$ cat config.mk
export PLATFORM = sky130hd
export DESIGN_NAME = control_unit_flat
export DESIGN_NICKNAME = d
export VERILOG_FILES = /design/src/rtl/control_unit_if.sv /design/src/rtl/control_unit.sv /design/src/flat_wrapper.sv
export SDC_FILE = /design/constraint.sdc
export NUM_CORES = 1
export LEC_CHECK = 0
export ABC_CLOCK_PERIOD_IN_PS = 4200
export CAP_MARGIN = 20
export CORE_MARGIN = 2
export CORE_UTILIZATION = 40
export DETAILED_ROUTE_END_ITERATION = 7
export GPL_TIMING_DRIVEN = 0
export PLACE_DENSITY = 0.72
export SLEW_MARGIN = 20
export SYNTH_ARGS = -nofsm -noshare
export SYNTH_HDL_FRONTEND = slang
export SYNTH_SLANG_ARGS = --single-unit
$ cat constraint.sdc
create_clock -name clk -period 4.2 [get_ports clk]
set_input_delay 0.84 -clock clk [delete_from_list [all_inputs] [get_ports clk]]
set_output_delay 0.84 -clock clk [all_outputs]
set_load 0.005 [all_outputs]
$ cat src/rtl/control_unit_if.sv
`default_nettype none
// +----------------------------------------------------------------------+
// | Module   : control_unit_if                                           |
// | Purpose  : Controller <-> datapath bundle for the MP-8 processor:    |
// |            opcode/status in, control strobes and debug state out.    |
// | Revision : 1.0 - initial release                                     |
// +----------------------------------------------------------------------+
interface control_unit_if #(
  parameter int ICNT_W = 16
);
  // Datapath / environment -> controller
  logic [2:0]        opcode;
  logic              zero;
  logic              pos;
  logic              in_valid;
  // Controller -> datapath / environment
  logic              in_ack;
  logic              out_valid;
  logic              PCWrite;
  logic              IorD;
  logic              PCSrc;
  logic              IRWrite;
  logic              AccWrite;
  logic              OutWrite;
  logic [1:0]        AccSrc;
  logic [1:0]        ALUControl;
  logic              halted;
  logic [2:0]        state;
  logic [ICNT_W-1:0] icount;

  // The controller is the master: it owns every strobe.
  modport master (
    input  opcode, zero, pos, in_valid,
    output in_ack, out_valid, PCWrite, IorD, PCSrc, IRWrite, AccWrite,
           OutWrite, AccSrc, ALUControl, halted, state, icount
  );

  // The datapath/environment side.
  modport slave (
    output opcode, zero, pos, in_valid,
    input  in_ack, out_valid, PCWrite, IorD, PCSrc, IRWrite, AccWrite,
           OutWrite, AccSrc, ALUControl, halted, state, icount
  );
endinterface
`default_nettype wire

$ cat src/rtl/control_unit.sv
`default_nettype none
// +----------------------------------------------------------------------+
// | Module   : control_unit                                              |
// | Purpose  : Multicycle FSM controller for the MP-8 processor.         |
// |            FETCH -> DECODE -> EXEC, WAIT_IN input handshake, HALT,   |
// |            saturating retired-instruction counter.                   |
// | Revision : 1.0 - initial release                                     |
// +----------------------------------------------------------------------+
module control_unit #(
  parameter int ICNT_W = 16
) (
  input  logic                  clk,
  input  logic                  reset,   // asynchronous, active-low
  control_unit_if.master        dp_io
);

  typedef enum logic [2:0] {
    S_START   = 3'd0,
    S_FETCH   = 3'd1,
    S_DECODE  = 3'd2,
    S_EXEC    = 3'd3,
    S_WAIT_IN = 3'd4,
    S_HALT    = 3'd5
  } state_t;

  localparam logic [2:0] OP_LOAD = 3'b000;
  localparam logic [2:0] OP_ADD  = 3'b001;
  localparam logic [2:0] OP_SUB  = 3'b010;
  localparam logic [2:0] OP_IN   = 3'b011;
  localparam logic [2:0] OP_JZ   = 3'b100;
  localparam logic [2:0] OP_JPOS = 3'b101;
  localparam logic [2:0] OP_OUT  = 3'b110;
  localparam logic [2:0] OP_HALT = 3'b111;

  state_t            state_q, state_d;
  logic [ICNT_W-1:0] icount_q, icount_d;
  logic              retire;

  logic       in_ack, out_valid, pc_write, iord, pc_src;
  logic       ir_write, acc_write, out_write, halted;
  logic [1:0] acc_src, alu_ctrl;

  // State and retired-instruction counter registers.
  always_ff @(posedge clk or negedge reset) begin
    if (!reset) begin
      state_q  <= S_START;
      icount_q <= '0;
    end else begin
      state_q  <= state_d;
      icount_q <= icount_d;
    end
  end

  // Next-state and strobe decode; every strobe defaults low so an
  // abandoned or illegal state can never leave a write enable asserted.
  always_comb begin
    state_d   = S_START;
    retire    = 1'b0;
    in_ack    = 1'b0;
    out_valid = 1'b0;
    pc_write  = 1'b0;
    iord      = 1'b0;
    pc_src    = 1'b0;
    ir_write  = 1'b0;
    acc_write = 1'b0;
    out_write = 1'b0;
    acc_src   = 2'b00;
    alu_ctrl  = 2'b00;
    halted    = 1'b0;

    case (state_q)
      S_START: state_d = S_FETCH;

      S_FETCH: begin
        ir_write = 1'b1;
        pc_write = 1'b1;        // PC <= PC + 1 (PCSrc = 0)
        state_d  = S_DECODE;
      end

      S_DECODE: begin
        iord = 1'b1;            // memory now addresses IR[4:0]
        if (dp_io.opcode == OP_IN) begin
          state_d = S_WAIT_IN;
        end else if (dp_io.opcode == OP_HALT) begin
          state_d = S_HALT;
          retire  = 1'b1;
        end else begin
          state_d = S_EXEC;
        end
      end

      S_EXEC: begin
        iord    = 1'b1;
        state_d = S_FETCH;
        retire  = 1'b1;
        case (dp_io.opcode)
          OP_LOAD: begin
            acc_src   = 2'b01;
            acc_write = 1'b1;
          end
          OP_ADD: begin
            acc_src   = 2'b00;
            alu_ctrl  = 2'b00;
            acc_write = 1'b1;
          end
          OP_SUB: begin
            acc_src   = 2'b00;
            alu_ctrl  = 2'b01;
            acc_write = 1'b1;
          end
          // Jumps use the flags of the Acc value before this instruction.
          OP_JZ: begin
            pc_src   = 1'b1;
            pc_write = dp_io.zero;
          end
          OP_JPOS: begin
            pc_src   = 1'b1;
            pc_write = dp_io.pos;
          end
          OP_OUT: begin
            out_write = 1'b1;
            out_valid = 1'b1;
          end
          default: ;            // IN/HALT never reach EXEC
        endcase
      end

      S_WAIT_IN: begin
        if (dp_io.in_valid) begin
          acc_src   = 2'b10;
          acc_write = 1'b1;
          in_ack    = 1'b1;
          state_d   = S_FETCH;
          retire    = 1'b1;
        end else begin
          state_d = S_WAIT_IN;
        end
      end

      S_HALT: begin
        halted  = 1'b1;
        state_d = S_HALT;
      end

      default: state_d = S_START;  // codes 6/7 recover via START
    endcase
  end

  // Saturating counter update.
  always_comb begin
    icount_d = icount_q;
    if (retire && (icount_q != '1)) begin
      icount_d = icount_q + 1'b1;
    end
  end

  assign dp_io.in_ack     = in_ack;
  assign dp_io.out_valid  = out_valid;
  assign dp_io.PCWrite    = pc_write;
  assign dp_io.IorD       = iord;
  assign dp_io.PCSrc      = pc_src;
  assign dp_io.IRWrite    = ir_write;
  assign dp_io.AccWrite   = acc_write;
  assign dp_io.OutWrite   = out_write;
  assign dp_io.AccSrc     = acc_src;
  assign dp_io.ALUControl = alu_ctrl;
  assign dp_io.halted     = halted;
  assign dp_io.state      = state_q;
  assign dp_io.icount     = icount_q;

endmodule
`default_nettype wire

$ cat src/flat_wrapper.sv
// flat-port wrapper written by rule: the top's interface ports become plain ports
module control_unit_flat 
#(
  parameter int ICNT_W = 16
)
  (clk, reset, dp_io_opcode, dp_io_zero, dp_io_pos, dp_io_in_valid, dp_io_in_ack, dp_io_out_valid, dp_io_PCWrite, dp_io_IorD, dp_io_PCSrc, dp_io_IRWrite, dp_io_AccWrite, dp_io_OutWrite, dp_io_AccSrc, dp_io_ALUControl, dp_io_halted, dp_io_state, dp_io_icount);
  control_unit_if #(.ICNT_W(ICNT_W)) dp_io_i ();
  input  logic clk;
  input  logic reset;
  input wire logic [$bits(dp_io_i.opcode)-1:0] dp_io_opcode;
  input wire logic [$bits(dp_io_i.zero)-1:0] dp_io_zero;
  input wire logic [$bits(dp_io_i.pos)-1:0] dp_io_pos;
  input wire logic [$bits(dp_io_i.in_valid)-1:0] dp_io_in_valid;
  output wire logic [$bits(dp_io_i.in_ack)-1:0] dp_io_in_ack;
  output wire logic [$bits(dp_io_i.out_valid)-1:0] dp_io_out_valid;
  output wire logic [$bits(dp_io_i.PCWrite)-1:0] dp_io_PCWrite;
  output wire logic [$bits(dp_io_i.IorD)-1:0] dp_io_IorD;
  output wire logic [$bits(dp_io_i.PCSrc)-1:0] dp_io_PCSrc;
  output wire logic [$bits(dp_io_i.IRWrite)-1:0] dp_io_IRWrite;
  output wire logic [$bits(dp_io_i.AccWrite)-1:0] dp_io_AccWrite;
  output wire logic [$bits(dp_io_i.OutWrite)-1:0] dp_io_OutWrite;
  output wire logic [$bits(dp_io_i.AccSrc)-1:0] dp_io_AccSrc;
  output wire logic [$bits(dp_io_i.ALUControl)-1:0] dp_io_ALUControl;
  output wire logic [$bits(dp_io_i.halted)-1:0] dp_io_halted;
  output wire logic [$bits(dp_io_i.state)-1:0] dp_io_state;
  output wire logic [$bits(dp_io_i.icount)-1:0] dp_io_icount;
  assign dp_io_i.opcode = dp_io_opcode;
  assign dp_io_i.zero = dp_io_zero;
  assign dp_io_i.pos = dp_io_pos;
  assign dp_io_i.in_valid = dp_io_in_valid;
  assign dp_io_in_ack = dp_io_i.in_ack;
  assign dp_io_out_valid = dp_io_i.out_valid;
  assign dp_io_PCWrite = dp_io_i.PCWrite;
  assign dp_io_IorD = dp_io_i.IorD;
  assign dp_io_PCSrc = dp_io_i.PCSrc;
  assign dp_io_IRWrite = dp_io_i.IRWrite;
  assign dp_io_AccWrite = dp_io_i.AccWrite;
  assign dp_io_OutWrite = dp_io_i.OutWrite;
  assign dp_io_AccSrc = dp_io_i.AccSrc;
  assign dp_io_ALUControl = dp_io_i.ALUControl;
  assign dp_io_halted = dp_io_i.halted;
  assign dp_io_state = dp_io_i.state;
  assign dp_io_icount = dp_io_i.icount;
  control_unit #(.ICNT_W(ICNT_W)) u_core (.clk(clk), .reset(reset), .dp_io(dp_io_i));
endmodule
==> flow_metrics.env <==
export IMPL_num_rows=19
export IMPL_clk_latency_ps=290
export IMPL_cts_max_path_buffers=2
export IMPL_syn_num_nets=115
export IMPL_grt_pass1_vias=1014
export IMPL_cp_startpoint="dp_io_opcode[2]"
export IMPL_post_drt_wl_per_cell_microns=14.2
export IMPL_crit_top_cell="clkdlybuf4s50_1"
export IMPL_firstDrtPassIters=4
export IMPL_worstHoldEndpoint="u_core.dp_io.icount[15]$_DFFE_PN0P_"
export IMPL_hold_buffers=0
export IMPL_grt_ovfl_total=0
export IMPL_clock_skew_ps=1.31
export IMPL_synth_warnings=0
export IMPL_slew_viol_final=0
export IMPL_cts_tree="done"
export IMPL_num_vias=946
export IMPL_ant_nets=0
export IMPL_fin_area_sq_um=1600
export IMPL_cts_max_level=1
export IMPL_path_cells="clkdlybuf4s50_1 > nand2_1 > nor3b_1 > buf_4 > clkdlybuf4s50_1"
export IMPL_grt_antenna_before_repair=0
export IMPL_r2r_end="u_core.dp_io.icount[6]$_DFFE_PN0P_"
export IMPL_postCtsSetupRepairBufs=0
export IMPL_cts_resized=0
export IMPL_drive_gt1_share_pct=15.5
export IMPL_ios=40
export IMPL_path_delay_family="buffers and inverters"
export IMPL_fin_tns_setup_ps=0
export IMPL_n_antenna_cell=0
export IMPL_holdPathStages=1
export IMPL_routed_wl_microns=2540
export IMPL_setup_violations=0
export IMPL_leakagePower_nw=0.701
export IMPL_worst_slew_pin_slew_ps=820
export IMPL_maxCapViolations=0
export IMPL_die_w_microns=57.7
export IMPL_worst_path_largest_cell_delay_ps=610
export IMPL_clock_sinks=19
export IMPL_avgSynthCellArea_sq_um=10.9
export IMPL_multi_input_area_sq_um=626
export IMPL_yosys_register_bits=19
export IMPL_cp_slowest_cell="clkdlybuf4s50_1"
export IMPL_path_clk_slew_ps=100
export IMPL_power_density_nw_per_um2=490
export IMPL_seq_area_sq_um=475
export IMPL_holdCritPathClass="register to register"
export IMPL_dp_cells=175
export IMPL_vdd_ir_drop_max_mv=0.316
export IMPL_hold_viol_final=0
export IMPL_ys_seq_area_share_pct=41.2
export IMPL_hpwl_microns=1950
export IMPL_ff2ff_setup_slack_ps=2300
export IMPL_syn_cell_area_sq_um=1150
export IMPL_yosysUniqueCellTypes=38
export IMPL_cp_required_ps=3360
export IMPL_whs_ps=506
export IMPL_final_common_cell="clkdlybuf4s50_1"
export IMPL_grt_pass1_wl_microns=4440
export IMPL_core_area_sq_um=2760
export IMPL_drt_iter0_markers=19
export IMPL_grt_max_degree=20
export IMPL_max_freq_ghz=0.298
export IMPL_r2r_worst_path_cells=6
export IMPL_rsz0062_at_grt="no"
export IMPL_crit_buf_inv=3
export IMPL_most_common_layout_cells="clkdlybuf4s50_1, dfrtp_1, xor2_1"
export IMPL_relSlewSlack_pct=45.2
export IMPL_vias_per_cell=5.28
export IMPL_drc=0
export IMPL_grtUsageTotal_pct=16.7
export IMPL_min_from="u_core.dp_io.icount[15]$_DFFE_PN0P_"
export IMPL_crit_type="input pin to primary output"
export IMPL_fillers=266
export IMPL_cts_root_buf="clkbuf_4"
export IMPL_start_kind="input pin"
export IMPL_critPathArrivalTime_ps=2520
export IMPL_die_h_microns=57.7
export IMPL_synth_cells=106
export IMPL_worstPathMaxFanout=6
export IMPL_portBuffers=38
export IMPL_end_kind="primary output"
export IMPL_fin_crit_sh_pct=79.9
export IMPL_finalCriticalPeriod_ps=3360
export IMPL_cts_buffers=3
export IMPL_gp_congestion=0.755
export IMPL_finalPower_uw=785
export IMPL_run_status="complete, no violations"
export IMPL_r2r_start="u_core.dp_io.icount[0]$_DFFE_PN0P_"
export IMPL_finalNonFillerCells=179
export IMPL_fin_nets=158
export IMPL_placed_cell_area_sq_um=1570
export IMPL_area_growth_pct=38.6
export IMPL_initial_utilization_pct=41.9
export IMPL_dieArea_sq_um=3330
## logic make-up after synthesis
| kind of cell | count (synthesis) | synth area share [%] |
|---|---|---|
| XOR/XNOR | 14 | 10.6 |
| other | 1 | 0.325 |
| AND/OR/NAND/NOR | 54 | 34.2 |
| multiplexers | 2 | 2.17 |
| adder cells (fa/ha/maj) | 1 | 1.08 |
| AO/OA/AOI/OAI | 7 | 5.74 |
| buffers and inverters | 8 | 4.66 |
| flip-flops | 19 | 41.2 |
## power by group
| group | leakage [nW] | internal (mW) | switching [mW] |
|---|---|---|---|
| Clock | 0.0150 | 0.0369 | 0.0535 |
| Combinational | 0.439 | 0.232 | 0.168 |
| Sequential | 0.247 | 0.229 | 0.0659 |
| Total | 0.701 | 0.498 | 0.287 |
## metrics by stage
stage,worst slack [ps],utilization [%]
after floorplan,1980,-
after global placement,854,57.1
after detailed placement,858,57.1
after CTS,846,58.0
after global routing,730,58.0
final,844,58.0
## layout make-up
type / count / share of cell area (%)
Inverter: 2 / 0.469
Multi-Input combinational cell: 79 / 39.1
Sequential cell: 19 / 29.7
Tap cell: 31 / 2.42
Clock buffer: 4 / 1.64
Buffer: 6 / 2.89
Timing Repair Buffer: 38 / 23.8
## worst register-to-register path, cell delays in order (launching register included)
cell and delay [ps]:
dfrtp_1 420, ha_1 220, nand4_2 250, nor4_4 400, buf_4 260, nor4b_1 80
xor2_1 160
## worst max path at each step
stage | depth (start not counted) | slack [ps] | end
2_1_floorplan | 3 | 1980 | dp_io_AccWrite
3_3_place_gp | 5 | 850 | dp_io_out_valid
3_5_place_dp | 5 | 860 | dp_io_out_valid
4_1_cts | 5 | 850 | dp_io_out_valid
5_1_grt | 5 | 730 | dp_io_out_valid
6_report | 5 | 840 | dp_io_out_valid
## sequential cells by signal, indices dropped and copies added, names as in the netlist
signal               cells
u_core.dp_io.icount     16
u_core.dp_io.state       3
## layer usage
layer  wire [microns]  global-route usage (%)  vias up
met2             1260                    30.8       33
met3              194                    5.36        0
met1             1090                    19.3      443
met5                0                       0        -
met4                0                    1.99        0
li1                 -                       -      470
## cell usage after synthesis
library cell / instances / area share [%]
or3b_2: 1 / 0.76
nor2b_1: 1 / 0.54
a21oi_1: 3 / 1.3
nand4_2: 1 / 1.1
buf_6: 1 / 0.98
nor4_4: 1 / 1.8
and2_1: 1 / 0.54
nand4b_1: 1 / 0.76
mux2i_1: 1 / 0.87
nand3b_1: 1 / 0.65
nor3_1: 3 / 1.3
a311oi_4: 1 / 2.3
xor2_1: 14 / 11
nor2b_4: 1 / 1.2
nor3b_1: 3 / 2.0
a211oi_1: 1 / 0.65
and3b_1: 1 / 0.76
and4bb_4: 1 / 1.4
nand2b_1: 2 / 1.1
nand4_1: 2 / 1.1
nor4_1: 4 / 2.2
nor2_2: 1 / 0.54
conb_1: 1 / 0.32
nor4b_1: 3 / 2.3
nor4_2: 5 / 5.4
and4_1: 1 / 0.76
mux2_4: 1 / 1.3
nor2_1: 3 / 0.98
or2_2: 1 / 0.54
buf_4: 4 / 2.6
buf_2: 1 / 0.43
inv_1: 2 / 0.65
ha_1: 1 / 1.1
nand3_1: 7 / 3.0
nand2_1: 6 / 2.0
dfrtp_1: 19 / 41
o32ai_1: 2 / 1.5
and3_1: 3 / 1.6
Power figures use the tool's default switching activity.
